`config.mk`:
```
export PLATFORM = sky130hd
export DESIGN_NAME = layer3_out_serializer_flat
export DESIGN_NICKNAME = d
export VERILOG_FILES = /design/src/rtl/layer3_out_serializer_if.sv /design/src/rtl/layer3_out_serializer.sv /design/src/flat_wrapper.sv
export SDC_FILE = /design/constraint.sdc
export NUM_CORES = 1
export LEC_CHECK = 0
export ABC_AREA = 1
export BUFFER_PORTS_ARGS = -buffer_cell sky130_fd_sc_hd__clkbuf_2
export CAP_MARGIN = 20
export CORE_MARGIN = 4
export CORE_UTILIZATION = 40
export DETAILED_ROUTE_END_ITERATION = 10
export PLACE_DENSITY = 0.62
export SYNTH_ARGS = -nofsm -noshare
export SYNTH_HDL_FRONTEND = slang
export SYNTH_SLANG_ARGS = --single-unit
```
`constraint.sdc`:
```
create_clock -name clk -period 13.8 [get_ports clk]
set_input_delay 1.38 -clock clk [delete_from_list [all_inputs] [get_ports clk]]
set_output_delay 1.38 -clock clk [all_outputs]
set_load 0.01 [all_outputs]
```
`src/rtl/layer3_out_serializer_if.sv`:
```
// ---------------------------------------------------------------------------
// layer3_out_serializer_if
//   Word-stream bus from the layer-3 output serializer toward layer 4 / host
//   readout. One word is transferred on every cycle where out_valid and
//   out_ready are both high.
//
//   Signals
//     out_data   WIDTH  streamed node value (signed fixed-point, bit-exact)
//     out_index  4      node index 0..N_NODES-1 (0 = N1x)
//     out_valid  1      out_data/out_index/out_last are valid
//     out_last   1      final word of the stream
//     out_ready  1      consumer accepts the current word
//
//   Modports
//     master  serializer side (drives data/index/valid/last, samples ready)
//     slave   consumer side
// ---------------------------------------------------------------------------
interface layer3_out_serializer_if #(
  parameter int WIDTH = 24
);
  logic [WIDTH-1:0] out_data;
  logic [3:0]       out_index;
  logic             out_valid;
  logic             out_last;
  logic             out_ready;

  modport master (
    output out_data,
    output out_index,
    output out_valid,
    output out_last,
    input  out_ready
  );

  modport slave (
    input  out_data,
    input  out_index,
    input  out_valid,
    input  out_last,
    output out_ready
  );
endinterface

```
`src/rtl/layer3_out_serializer.sv`:
```
// ---------------------------------------------------------------------------
// layer3_out_serializer
//   Read-side consumer of the layer-3 node output bus. A start pulse launches
//   a wait of LATENCY cycles for the node pipeline to settle, after which all
//   N_NODES results are captured into a snapshot register and streamed one
//   word per accepted beat over a valid/ready bus (index + last tag).
//   Changes on nodes_in after the capture edge do not affect the stream.
//
//   Parameters
//     WIDTH    bits per node value (signed two's complement)
//     N_NODES  node outputs captured per inference (<= 16, out_index is 4 bits)
//     LATENCY  cycles from start to valid node outputs (>= 1)
//
//   Ports
//     clk       in   rising-edge clock
//     reset     in   synchronous active-high reset; aborts any stream, no done
//     start     in   one-cycle launch pulse; ignored unless idle
//     nodes_in  in   N_NODES*WIDTH node outputs, N1x in the lowest slice
//     busy      out  high from the cycle after an accepted start through done
//     done      out  one-cycle pulse after the last word is accepted
//     out_if    master side of layer3_out_serializer_if (data/index/valid/
//               last out, ready in)
//
//   Optional build macro LAYER3_ARGMAX_EN
//     Adds argmax_idx[3:0] / argmax_val[WIDTH-1:0]: a running signed maximum
//     over the accepted words (index 0 initialises, ties keep the lower
//     index). Final when done pulses and held until overwritten by the first
//     accepted word of the next stream. Both reset to 0.
//
//   Timing (LATENCY=4, start sampled at the end of cycle 0)
//     cycles 1..4  WAIT, busy=1
//     end cycle 4  snapshot captured
//     cycle 5      first word valid (index 0)
// ---------------------------------------------------------------------------
module layer3_out_serializer #(
  parameter int WIDTH   = 24,
  parameter int N_NODES = 15,
  parameter int LATENCY = 4
) (
  input  logic                       clk,
  input  logic                       reset,
  input  logic                       start,
  input  logic [N_NODES*WIDTH-1:0]   nodes_in,
  output logic                       busy,
  output logic                       done,
`ifdef LAYER3_ARGMAX_EN
  output logic [3:0]                 argmax_idx,
  output logic [WIDTH-1:0]           argmax_val,
`endif
  layer3_out_serializer_if.master    out_if
);

  // Counter only needs to hold LATENCY-1.
  localparam int         CNT_W    = (LATENCY > 1) ? $clog2(LATENCY) : 1;
  localparam logic [3:0] LAST_IDX = 4'(N_NODES - 1);

  typedef enum logic [1:0] {
    S_IDLE,
    S_WAIT,
    S_STREAM,
    S_DONE
  } state_t;

  state_t           r_state;
  state_t           w_state_nxt;
  logic [CNT_W-1:0] r_cnt;
  logic [CNT_W-1:0] w_cnt_nxt;
  logic [3:0]       r_index;
  logic [3:0]       w_index_nxt;
  logic             w_capture;
  logic             w_accept;
  logic [WIDTH-1:0] w_word;

  logic [WIDTH-1:0] r_snap [N_NODES];

  // -------------------------------------------------------------------------
  // Next-state logic
  // -------------------------------------------------------------------------
  always_comb begin
    w_state_nxt = r_state;
    w_cnt_nxt   = r_cnt;
    w_index_nxt = r_index;
    w_capture   = 1'b0;
    w_accept    = (r_state == S_STREAM) && out_if.out_ready;

    case (r_state)
      S_IDLE: begin
        if (start) begin
          w_state_nxt = S_WAIT;
          w_cnt_nxt   = CNT_W'(LATENCY - 1);
        end
      end

      S_WAIT: begin
        if (r_cnt == '0) begin
          // Node outputs are valid on this edge: snapshot and present word 0.
          w_capture   = 1'b1;
          w_index_nxt = '0;
          w_state_nxt = S_STREAM;
        end else begin
          w_cnt_nxt = r_cnt - 1'b1;
        end
      end

      S_STREAM: begin
        if (w_accept) begin
          if (r_index == LAST_IDX) begin
            w_state_nxt = S_DONE;
          end else begin
            w_index_nxt = r_index + 1'b1;
          end
        end
      end

      S_DONE: begin
        w_state_nxt = S_IDLE;
        w_index_nxt = '0;
      end

      default: begin
        w_state_nxt = S_IDLE;
      end
    endcase
  end

  // -------------------------------------------------------------------------
  // State, counter, index and snapshot registers
  // -------------------------------------------------------------------------
  always_ff @(posedge clk) begin
    if (reset) begin
      r_state <= S_IDLE;
      r_cnt   <= '0;
      r_index <= '0;
      for (int unsigned k = 0; k < N_NODES; k++) begin
        r_snap[k] <= '0;
      end
    end else begin
      r_state <= w_state_nxt;
      r_cnt   <= w_cnt_nxt;
      r_index <= w_index_nxt;
      if (w_capture) begin
        for (int unsigned k = 0; k < N_NODES; k++) begin
          r_snap[k] <= nodes_in[k*WIDTH +: WIDTH];
        end
      end
    end
  end

  // -------------------------------------------------------------------------
  // Outputs: all derived from registered state, so they stay stable for the
  // whole cycle while the consumer stalls.
  // -------------------------------------------------------------------------
  assign w_word = r_snap[r_index];

  assign busy             = (r_state != S_IDLE);
  assign done             = (r_state == S_DONE);
  assign out_if.out_valid = (r_state == S_STREAM);
  assign out_if.out_last  = (r_state == S_STREAM) && (r_index == LAST_IDX);
  assign out_if.out_index = r_index;
  assign out_if.out_data  = (r_state == S_STREAM) ? w_word : '0;

`ifdef LAYER3_ARGMAX_EN
  // -------------------------------------------------------------------------
  // Running signed maximum over accepted words
  // -------------------------------------------------------------------------
  logic [3:0]       r_amax_idx;
  logic [WIDTH-1:0] r_amax_val;

  always_ff @(posedge clk) begin
    if (reset) begin
      r_amax_idx <= '0;
      r_amax_val <= '0;
    end else if (w_accept) begin
      // Strict '>' keeps the earlier (lower) index on ties.
      if ((r_index == '0) || ($signed(w_word) > $signed(r_amax_val))) begin
        r_amax_idx <= r_index;
        r_amax_val <= w_word;
      end
    end
  end

  assign argmax_idx = r_amax_idx;
  assign argmax_val = r_amax_val;
`endif

endmodule

```
`src/flat_wrapper.sv`:
```
// flat-port wrapper written by rule: the top's interface ports become plain ports
module layer3_out_serializer_flat 
#(
  parameter int WIDTH   = 24,
  parameter int N_NODES = 15,
  parameter int LATENCY = 4
)
  (clk, reset, start, nodes_in, busy, done, out_if_out_data, out_if_out_index, out_if_out_valid, out_if_out_last, out_if_out_ready);
  layer3_out_serializer_if #(.WIDTH(WIDTH)) out_if_i ();
  input  logic clk;
  input  logic reset;
  input  logic start;
  input  logic [N_NODES*WIDTH-1:0] nodes_in;
  output logic busy;
  output logic done;
  output wire logic [$bits(out_if_i.out_data)-1:0] out_if_out_data;
  output wire logic [$bits(out_if_i.out_index)-1:0] out_if_out_index;
  output wire logic [$bits(out_if_i.out_valid)-1:0] out_if_out_valid;
  output wire logic [$bits(out_if_i.out_last)-1:0] out_if_out_last;
  input wire logic [$bits(out_if_i.out_ready)-1:0] out_if_out_ready;
  assign out_if_out_data = out_if_i.out_data;
  assign out_if_out_index = out_if_i.out_index;
  assign out_if_out_valid = out_if_i.out_valid;
  assign out_if_out_last = out_if_i.out_last;
  assign out_if_i.out_ready = out_if_out_ready;
  layer3_out_serializer #(.WIDTH(WIDTH), .N_NODES(N_NODES), .LATENCY(LATENCY)) u_core (.clk(clk), .reset(reset), .start(start), .nodes_in(nodes_in), .busy(busy), .done(done), .out_if(out_if_i));
endmodule
```
==> reports/metrics.cfg, run 1 <==
[floorplan]
start_util = 0.407
io_pins = 396
rows = 78
die_h_um = 224
core_mm2 = 0.0457
die_x_um = 224
die_area_mm2 = 0.0500

[worst_setup_path]
cp_slowest_stage_delay_ns = 0.82
cp_cell_sequence = inv_6 > buf_4 > nand2_1 > nand3_1 > a21oi_1 > nand2_1 > nand2_1 > nor2_1 > clkbuf_2
critPathRequiredTime_ns = 12.42
arrival_ns = 3.84
cp_top_family = buffers and inverters
crit_path_start_kind = flop
worstSetupEndpointType = output pin
path_buf_inv = 3
cp_max_fo = 91
path_class = reg2out
path_common_cell = nand2_1
cpMaxStageDelayCell = buf_4

[power]
seq_power_share = 0.450
p_switching_mw = 1.13
p_leak_nw = 11.6
clkPwrFrac = 0.319
p_per_area_mw_per_mm2 = 162
comb_power_share = 0.231
peakVddDrop_uv = 83.2
cell_internal_pwr_mw = 2.47
sw_frac_of_total = 0.314
p_total_mw = 3.61

[synth]
syn_area_mm2 = 0.0186
synth_cell_types = 20
synth_warnings = 0
ys_seq_area_frac = 0.595
synth_cells = 2224
synth.avg_cell_area_um2 = 8.36
ys_ff_latch = 372
synth_fp_nets = 2596

[clock_network]
cts_max_level = 2
ctsRootBufferMaster = clkbuf_16
clkTransAtPathRegs_ns = 0.06
clkSinkCount = 372
cts_tree = built
cts_setup_buffers = 0
worstSkewPairLatency_ns = 0.56
postCtsHoldBufs = 0
cts_buffers = 42
cts_max_path_buffers = 3
cts.repair.resized = 0

[routing]
avgViaCountPerCell = 4.66
wl_per_cell_um = 17.2
drtIter0Drc = 1225
dr.pass1.iters = 5
drc = 0
vias = 14886
wl_um = 55000
ant_nets = 0

[timing]
period_needed_ns = 5.22
rsz0062_at_grt = false
max_clock_freq_ghz = 0.191
slew_headroom = 0.220
finalHoldViolCount = 0
setup_violations = 0
setup-tns-final_ns = 0
tightestPinTransition_ns = 1.17
fin_skew_ns = 0.0124
period_share = 0.379
drv_slew = 0

[layout]
multi_input_area_mm2 = 0.00504
drive_gt1_frac = 0.187
synthToLayoutAreaGrowth_pct = 19.9
seq_area_mm2 = 0.0111
fill_cells = 4462
antenna_cells = 0
nets = 2933

[placement]
dp_hpwl_um = 38000
gp_congestion = 0.873
io_buffers = 395

[global_route]
grt_max_degree = 241
grt_pass1_wl_um = 82400
antenna_found_initial = 1
grt_overflow = 0
grt_usage = 0.213
grt_pass1_vias = 14745

[outcome]
status = finished, final reports clean

[run]
cap_violations = 0

[min_path]
min_path_type = reg2reg

## per-stage QoR
step | setup WS, ns | instances | util | cell area [um^2] | hold WS [ns]
3_5_place_dp | 8.68 | 3116 | 0.456 | 20800 | 0.479
4_1_cts | 8.55 | 3191 | 0.487 | 22300 | 0.488
5_1_grt | 8.30 | 3192 | 0.488 | 22300 | 0.507
6_report | 8.58 | 3192 | 0.488 | 22300 | 0.482
2_1_floorplan | 3.62 | 2224 | - | 18600 | 0.433
3_3_place_gp | 8.79 | 3115 | 0.456 | 20800 | 0.448
## flip-flops by register name (all words and copies together), names as in the netlist, named ones only
signal	flops
u_core.r_cnt	2
u_core.r_snap	360
u_core.out_if.out_index	4
u_core.r_state	2
## power by group through the flow
stage / registers [mW] / logic [mW] / clock network [mW]
after floorplan: 1.69 / 0.594 / 0
after global placement: 1.64 / 0.826 / 0
after detailed placement: 1.65 / 0.835 / 0
after CTS: 1.63 / 0.839 / 1.18
after global routing: 1.65 / 0.943 / 1.23
final: 1.62 / 0.832 / 1.15
## Yosys cell counts
cell type	n	share of area
buf_4	31	0.013
nand2_1	526	0.11
a21oi_1	55	0.015
inv_2	2	0.00040
buf_1	4	0.00081
nand3_1	173	0.047
buf_6	2	0.0012
inv_4	1	0.00034
edfxtp_1	360	0.58
xor2_1	1	0.00047
nand4_1	3	0.0010
nor2_1	465	0.094
buf_2	55	0.015
inv_1	497	0.10
a211oi_1	1	0.00040
nand3_2	1	0.00054
dfxtp_1	12	0.013
clkbuf_1	24	0.0048
o21ai_0	3	0.00081
ha_1	8	0.0054
## worst min-delay path, stage by stage (launching register included)
cell and delay [ns]:
dfxtp_1 0.30, inv_1 0.07, a21oi_1 0.06
## cells by family (layout without fill, tap and decap cells)
group                      after synthesis  after routing  share of synthesized area
AOI/OAI and AO/OA                       59             59                     0.0160
and+or+nand+nor                       1168           1168                      0.248
xor gates and xnor gates                 1              1                   0.000471
DFF                                    372            372                      0.595
buffers and inverters                  616            984                      0.135
adders and majority gates                8              8                    0.00539
## layout by cell type (no fill, tap or decap), drive strengths merged, types with 5 or more instances in the layout
cell type | synthesis | final
a21oi | 55 | 55
buf | 92 | 15
bufinv | 0 | 5
clkbuf | 24 | 445
clkinv | 0 | 14
clkinvlp | 0 | 5
dfxtp | 12 | 12
edfxtp | 360 | 360
ha | 8 | 8
inv | 500 | 500
nand2 | 526 | 526
nand3 | 174 | 174
nor2 | 465 | 465
## layout make-up
cell class                 instances  area share
tap                              600      0.0337
multi-input combinational       1236       0.226
clock inverter                    24      0.0113
inverter                         500      0.0845
timing repair buffer             409      0.0959
clock buffer                      51      0.0524
sequential                       372       0.496
## metal layers
metal | track usage | vias up | part of all wire
met2 | 0.336 | 520 | 0.46
met3 | 0.0371 | 95 | 0.071
li1 | - | 7380 | -
met5 | 0 | - | 0.00036
met1 | 0.294 | 6889 | 0.43
met4 | 0.0837 | 2 | 0.037
## worst paths after layout
kind / from / endpoint / slack [ns] / cells past startpoint
max: flop / out_if_out_data[22] / 8.58 / 9
min: u_core.r_cnt[1]$_SDFFE_PP0P_ / u_core.r_cnt[1]$_SDFFE_PP0P_ / 0.48 / 2
max reg2reg: u_core.r_state[1]$_SDFFE_PP0P_ / u_core.r_snap[2][7]$_SDFFCE_PN0P_ / 10.09 / 6
min reg2reg: u_core.r_cnt[1]$_SDFFE_PP0P_ / u_core.r_cnt[1]$_SDFFE_PP0P_ / 0.48 / 2
(Power assumes the default switching activity.)
==> run 2, diff against run 1 <==
Clock period 13.8 ns to 5.1 ns, I/O delays scaled along.
==> run 2 against run 1 <==
Global-route usage up 0.71 points. Utilization grew 0.21 points. Sequential power increased to 2.7 times the previous value. Largest cell class unchanged. Clock skew increased by 0.0043 ns. Combinational power rose to 2.8 times the previous value. First-iteration DRC count up 3.4%. Setup slack worse by 7.2 ns. Count of clock-buffer cells in the layout increased by 4. Cell area increased by 0.43%. Hold slack lost 0.26 ns. Sequential share of layout area decreased by 0.21 points. Critical path depth unchanged.
==> reports/metrics.cfg, run 2 (same netlist as run 1, synthesis figures left out) <==
[routing]
drc = 0  ; unchanged
avgViaCountPerCell = 4.73  ; +1.3%
wl_um = 56700  ; +3.2%
drtIter0Drc = 1267  ; +3.4%
vias = 15098  ; +1.4%
wl_per_cell_um = 17.8  ; +3.1%
ant_nets = 0  ; unchanged
dr.pass1.iters = 5  ; unchanged

[global_route]
grt_pass1_vias = 14903  ; +1.1%
antenna_found_initial = 0  ; -1
grt_pass1_wl_um = 84500  ; +2.6%
grt_max_degree = 241  ; unchanged
grt_overflow = 0  ; unchanged
grt_usage = 0.220  ; +0.00708

[power]
p_leak_nw = 11.6  ; +0.44%
peakVddDrop_uv = 409  ; +390%
comb_power_share = 0.236  ; +0.005
cell_internal_pwr_mw = 6.77  ; +170%
p_per_area_mw_per_mm2 = 445  ; +180%
seq_power_share = 0.440  ; -0.010
sw_frac_of_total = 0.320  ; +0.00596
p_switching_mw = 3.19  ; +180%
clkPwrFrac = 0.324  ; +0.005

[timing]
rsz0062_at_grt = false
setup-tns-final_ns = 0  ; unchanged
tightestPinTransition_ns = 1.22  ; +0.0537 ns
drv_slew = 0  ; unchanged
fin_skew_ns = 0.0167  ; +0.00431 ns
period_needed_ns = 3.70
slew_headroom = 0.184  ; -0.0358
period_share = 0.726
timing.final.ws_setup_ns = 1.40  ; -7.18 ns
max_clock_freq_ghz = 0.270
finalHoldViolCount = 0  ; unchanged
setup_violations = 0  ; unchanged

[worst_setup_path]
path_class = reg2out
crit_path_start_kind = flop
cp_cell_sequence = inv_6 > buf_4 > nand2_1 > nand3_1 > nand3_1 > nand2_1 > nor2_1 > nor2_1 > clkbuf_2
cpMaxStageDelayCell = dfxtp_4
r2r_end = u_core.r_snap[9][14]$_SDFFCE_PN0P_
rrSetupSlack_ns = 2.45  ; -7.64 ns
arrival_ns = 3.19  ; -0.65 ns
r2r_cells = 5  ; -1
cp_slowest_stage_delay_ns = 0.77  ; -0.05 ns
critPathRequiredTime_ns = 4.59  ; -7.83 ns
worstSetupEndpointType = output pin
r2r-start = u_core.r_state[1]$_SDFFE_PP0P_
cp_max_fo = 61  ; -33%

[clock_network]
worstSkewPairLatency_ns = 0.57  ; about the same
cts_buffers = 43  ; +2.4%
cts.repair.resized = 0  ; unchanged
cts_tree = built
clkSinkCount = 372  ; unchanged
cts_max_path_buffers = 3  ; unchanged
ctsRootBufferMaster = clkbuf_16
clkTransAtPathRegs_ns = 0.06  ; about the same
postCtsHoldBufs = 0  ; unchanged
cts_setup_buffers = 0  ; unchanged
cts_max_level = 2  ; unchanged

[layout]
drive_gt1_frac = 0.185  ; -0.00176
final_cell_mix = nand2_1, inv_1, nor2_1
synthToLayoutAreaGrowth_pct = 20.4
antenna_cells = 0  ; unchanged
nets = 2935  ; +0.068%
largest_reg_flops = 360  ; unchanged
layout_commonest_cell = nand2_1
largest-register = u_core.r_snap

[placement]
preCtsSetupSlack_ns = 1.56  ; -7.11 ns
gp_congestion = 0.883  ; +1.1%
io_buffers = 395  ; unchanged
dp_hpwl_um = 39700  ; +4.5%

[floorplan]
io_pins = 396  ; unchanged
core_mm2 = 0.0457  ; unchanged
die_h_um = 224  ; unchanged
die_x_um = 224  ; unchanged
rows = 78  ; unchanged
die_area_mm2 = 0.0500  ; unchanged
start_util = 0.407  ; unchanged

[min_path]
min_from = nodes_in[271]
hold_end = u_core.r_snap[11][7]$_SDFFCE_PP0P_
whs_path_depth = 3  ; +1
min_path_type = in2reg

[outcome]
status = finished, final reports clean

[run]
cap_violations = 0  ; unchanged

run 2: changes by cell type in the layout (fill, tap and decap cells not counted), sizes merged:
cell      before  now
buf           15   16
bufinv         5    6
clkbuf       445  449
clkinv        14   12
clkinvlp       5    0
inv          500  504
run 2: layout make-up:
type | count | area (um^2)
multi-input cells | 1236 | 5040
clock inverters | 22 | 287
clock buffers | 55 | 1180
flip-flops and latches | 372 | 11100
inverters | 500 | 1880
repair buffers | 410 | 2180
well taps | 600 | 751
fillers | 4471 | 23300
run 2: worst max-delay path by stage:
stage | from | end | slack (ns) | depth (start not counted)
4_1_cts | flop | out_if_out_data[12] | 0.93 | 9
3_5_place_dp | flop | out_if_out_data[12] | 1.56 | 9
6_report | flop | out_if_out_data[12] | 1.40 | 9
3_3_place_gp | flop | out_if_out_data[12] | 1.57 | 9
2_1_floorplan | reset | u_core.r_snap[0][0]$_SDFFCE_PN0P_ | 1.43 | 3
5_1_grt | flop | out_if_out_data[7] | 1.15 | 10
run 2: routing by layer:
| layer | GRT usage | routed length (um) | up-vias |
|---|---|---|---|
| li1 | - | - | 7397 |
| met1 | 0.319 | 25800 | 7087 |
| met2 | 0.330 | 25100 | 529 |
| met3 | 0.0398 | 3860 | 85 |
| met4 | 0.0833 | 2050 | 0 |
| met5 | 0 | 0 | - |
run 2: worst max-delay path, delay by kind of cell, from the launching register on:
kind                   cells  cell delay (ns)
and+or+nand+nor            6             0.90
DFF                        1             0.77
buffers and inverters      3             0.88
run 2: power by group through the flow:
stage	combinational, mW	sequential (mW)	clock (mW)
floorplan	1.61	4.39	0
global placement	2.31	4.44	0
detailed placement	2.34	4.45	0
CTS	2.35	4.39	3.28
global route	2.65	4.44	3.42
finish	2.36	4.38	3.23
run 2: stage by stage:
stage                     utilization  cells  area (um^2)  power [mW]  hold slack (ns)
final                           0.490   3195        22400        9.97            0.224
after CTS                       0.489   3193        22300        10.0            0.189
after floorplan                     -   2224        18600        6.00            0.433
after global placement          0.456   3115        20800        6.74            0.449
after global routing            0.490   3195        22400        10.5            0.219
after detailed placement        0.457   3116        20900        6.79            0.462
==> run 3, diff against run 2 <==
Clock period 5.1 ns to 3.5 ns, I/O delays scaled along.
==> run 3 against run 2 <==
Register-to-register slack got worse by 1.3 ns. Sequential share of layout area shrank 0.28 points. First-iteration DRC count grew 28%. Critical path depth is the same. Power is 46% higher. Non-clock buffer count increased by 9. Cell count rose by 0.25%.
==> reports/metrics.cfg, run 3 (same netlist as run 1, synthesis figures left out) <==
[layout]
largest-register = u_core.r_snap
drive_gt1_frac = 0.189  ; +0.00373
synthToLayoutAreaGrowth_pct = 21.1
layout_commonest_cell = nand2_1
nets = 2942  ; +0.24%
fill_cells = 4439  ; -0.72%
fin_area_mm2 = 0.0225  ; +0.56%
final_cell_mix = nand2_1, inv_1, nor2_1
largest_reg_flops = 360  ; unchanged
multi_input_area_mm2 = 0.00504  ; unchanged
seq_area_mm2 = 0.0111  ; unchanged

[floorplan]
start_util = 0.407  ; unchanged
die_h_um = 224  ; unchanged
die_x_um = 224  ; unchanged
core_mm2 = 0.0457  ; unchanged
die_area_mm2 = 0.0500  ; unchanged
rows = 78  ; unchanged
io_pins = 396  ; unchanged

[worst_setup_path]
rrSetupSlack_ns = 1.12  ; -1.33 ns
cpMaxStageDelayCell = dfxtp_4
cp_slowest_stage_delay_ns = 0.49  ; -0.28 ns
r2r-start = u_core.r_state[0]$_SDFFE_PP0P_
worstSetupEndpointType = output pin
cp_cell_sequence = inv_8 > buf_12 > nand2_1 > nand3_1 > nand3_1 > nand2_1 > nor2_1 > nor2_1 > clkbuf_2
path_class = reg2out
crit_path_start_kind = flop
r2r_cells = 9  ; +4
critPathRequiredTime_ns = 3.15  ; -1.44 ns
cp_max_fo = 83  ; +36%
arrival_ns = 2.91  ; -0.28 ns

[routing]
dr.pass1.iters = 6  ; +1
vias = 15118  ; +0.13%
wl_per_cell_um = 17.6  ; -0.71%
wl_um = 56500  ; -0.47%
ant_nets = 0  ; unchanged
drtIter0Drc = 1626  ; +28%
avgViaCountPerCell = 4.72  ; -0.12%
drc = 0  ; unchanged

[timing]
holdWs_ns = 0.0778  ; -0.146 ns
drv_slew = 0  ; unchanged
setup_violations = 0  ; unchanged
rsz0062_at_grt = false
period_needed_ns = 3.26
setup-tns-final_ns = 0  ; unchanged
timing.final.ws_setup_ns = 0.243  ; -1.15 ns
max_clock_freq_ghz = 0.307
finalHoldViolCount = 0  ; unchanged
period_share = 0.931
fin_skew_ns = 0.0159  ; -0.000833 ns
slew_headroom = 0.389  ; +0.205
tightestPinTransition_ns = 0.916  ; -0.308 ns

[power]
p_per_area_mw_per_mm2 = 646  ; +45%
peakVddDrop_uv = 352  ; -14%
p_leak_nw = 11.7  ; +0.58%

[global_route]
antenna_found_initial = 1  ; +1
grt_usage = 0.219  ; -0.000767
grt_overflow = 0  ; unchanged
grt_pass1_vias = 14989  ; +0.58%
grt_max_degree = 84  ; -65%
grt_pass1_wl_um = 84400  ; -0.11%

[placement]
dpl_cell_area_mm2 = 0.0210  ; +0.84%
preCtsSetupSlack_ns = 0.721  ; -0.841 ns
dp_hpwl_um = 40100  ; +1.0%
io_buffers = 395  ; unchanged
gp_congestion = 0.890  ; +0.77%

[clock_network]
ctsRootBufferMaster = clkbuf_16
cts_max_path_buffers = 3  ; unchanged
cts_buffers = 41  ; -4.7%
cts_max_level = 2  ; unchanged
clkSinkCount = 372  ; unchanged
cts_tree = built
postCtsHoldBufs = 0  ; unchanged
cts_setup_buffers = 0  ; unchanged
clkTransAtPathRegs_ns = 0.06  ; about the same
worstSkewPairLatency_ns = 0.56  ; about the same

[min_path]
whs_path_depth = 3  ; unchanged
hold_end = u_core.r_snap[11][4]$_SDFFCE_PP0P_
min_from = nodes_in[268]
min_path_type = in2reg

[run]
cap_violations = 0  ; unchanged

[outcome]
status = finished, final reports clean

[run 3: cell count changes in the layout (fill, tap and decap cells not counted), moves of 3 or more]
cell / previous run / this run
buf_12: 2 / 11
buf_16: 3 / 0
buf_4: 11 / 14
clkinv_1: 9 / 6
clkinv_2: 3 / 6
[run 3: layout make-up]
| class | count | area share |
|---|---|---|
| Sequential cell | 372 | 0.491 |
| Multi-Input combinational cell | 1236 | 0.224 |
| Timing Repair Buffer | 419 | 0.102 |
| Inverter | 500 | 0.0838 |
| Clock buffer | 52 | 0.0511 |
| Tap cell | 600 | 0.0334 |
| Clock inverter | 23 | 0.0142 |
| Antenna cell | 1 | 0.000111 |
[run 3: stage by stage]
stage	power, mW	utilization	instances
3_3_place_gp	9.85	0.461	3127
4_1_cts	14.7	0.493	3202
2_1_floorplan	8.70	-	2224
5_1_grt	15.3	0.493	3203
3_5_place_dp	9.91	0.461	3127
6_report	14.5	0.493	3203
[run 3: how the worst max path moves through the flow]
stage | end | slack [ns] | cells past startpoint
global route | out_if_out_data[11] | 0.10 | 9
finish | out_if_out_data[11] | 0.24 | 9
CTS | out_if_out_data[11] | 0.11 | 9
detailed placement | out_if_out_data[11] | 0.72 | 9
floorplan | u_core.r_snap[0][0]$_SDFFCE_PN0P_ | 0.90 | 4
global placement | out_if_out_data[12] | 0.74 | 9
[run 3: worst max-delay path: cells and delay by family, from the launching register on]
family | cells | cell delay (ns)
buffers and inverters | 3 | 0.99
AND/OR/NAND/NOR | 6 | 0.84
flip-flops | 1 | 0.49
[run 3: what timing repair did]
| action | in CTS | in global routing |
|---|---|---|
| gates resized for setup | 0 | 1 |
| endpoints found under the setup margin | 0 | 2 |
| hold endpoints to repair | 0 | 0 |
[run 3: report_power, final]
part           internal, mW  switching, mW  total, mW  leakage [nW]
logic                  1.03           2.44       3.47          7.12
registers              6.04          0.318       6.36          3.85
clock network          2.92           1.80       4.72         0.724
total                  9.99           4.56       14.5          11.7
[run 3: metal layers]
layer | vias up | track usage | share of wire
met5 | - | 0 | 0
met4 | 0 | 0.0791 | 0.034
met3 | 89 | 0.0366 | 0.068
met2 | 591 | 0.344 | 0.46
met1 | 7027 | 0.309 | 0.44
li1 | 7411 | - | -
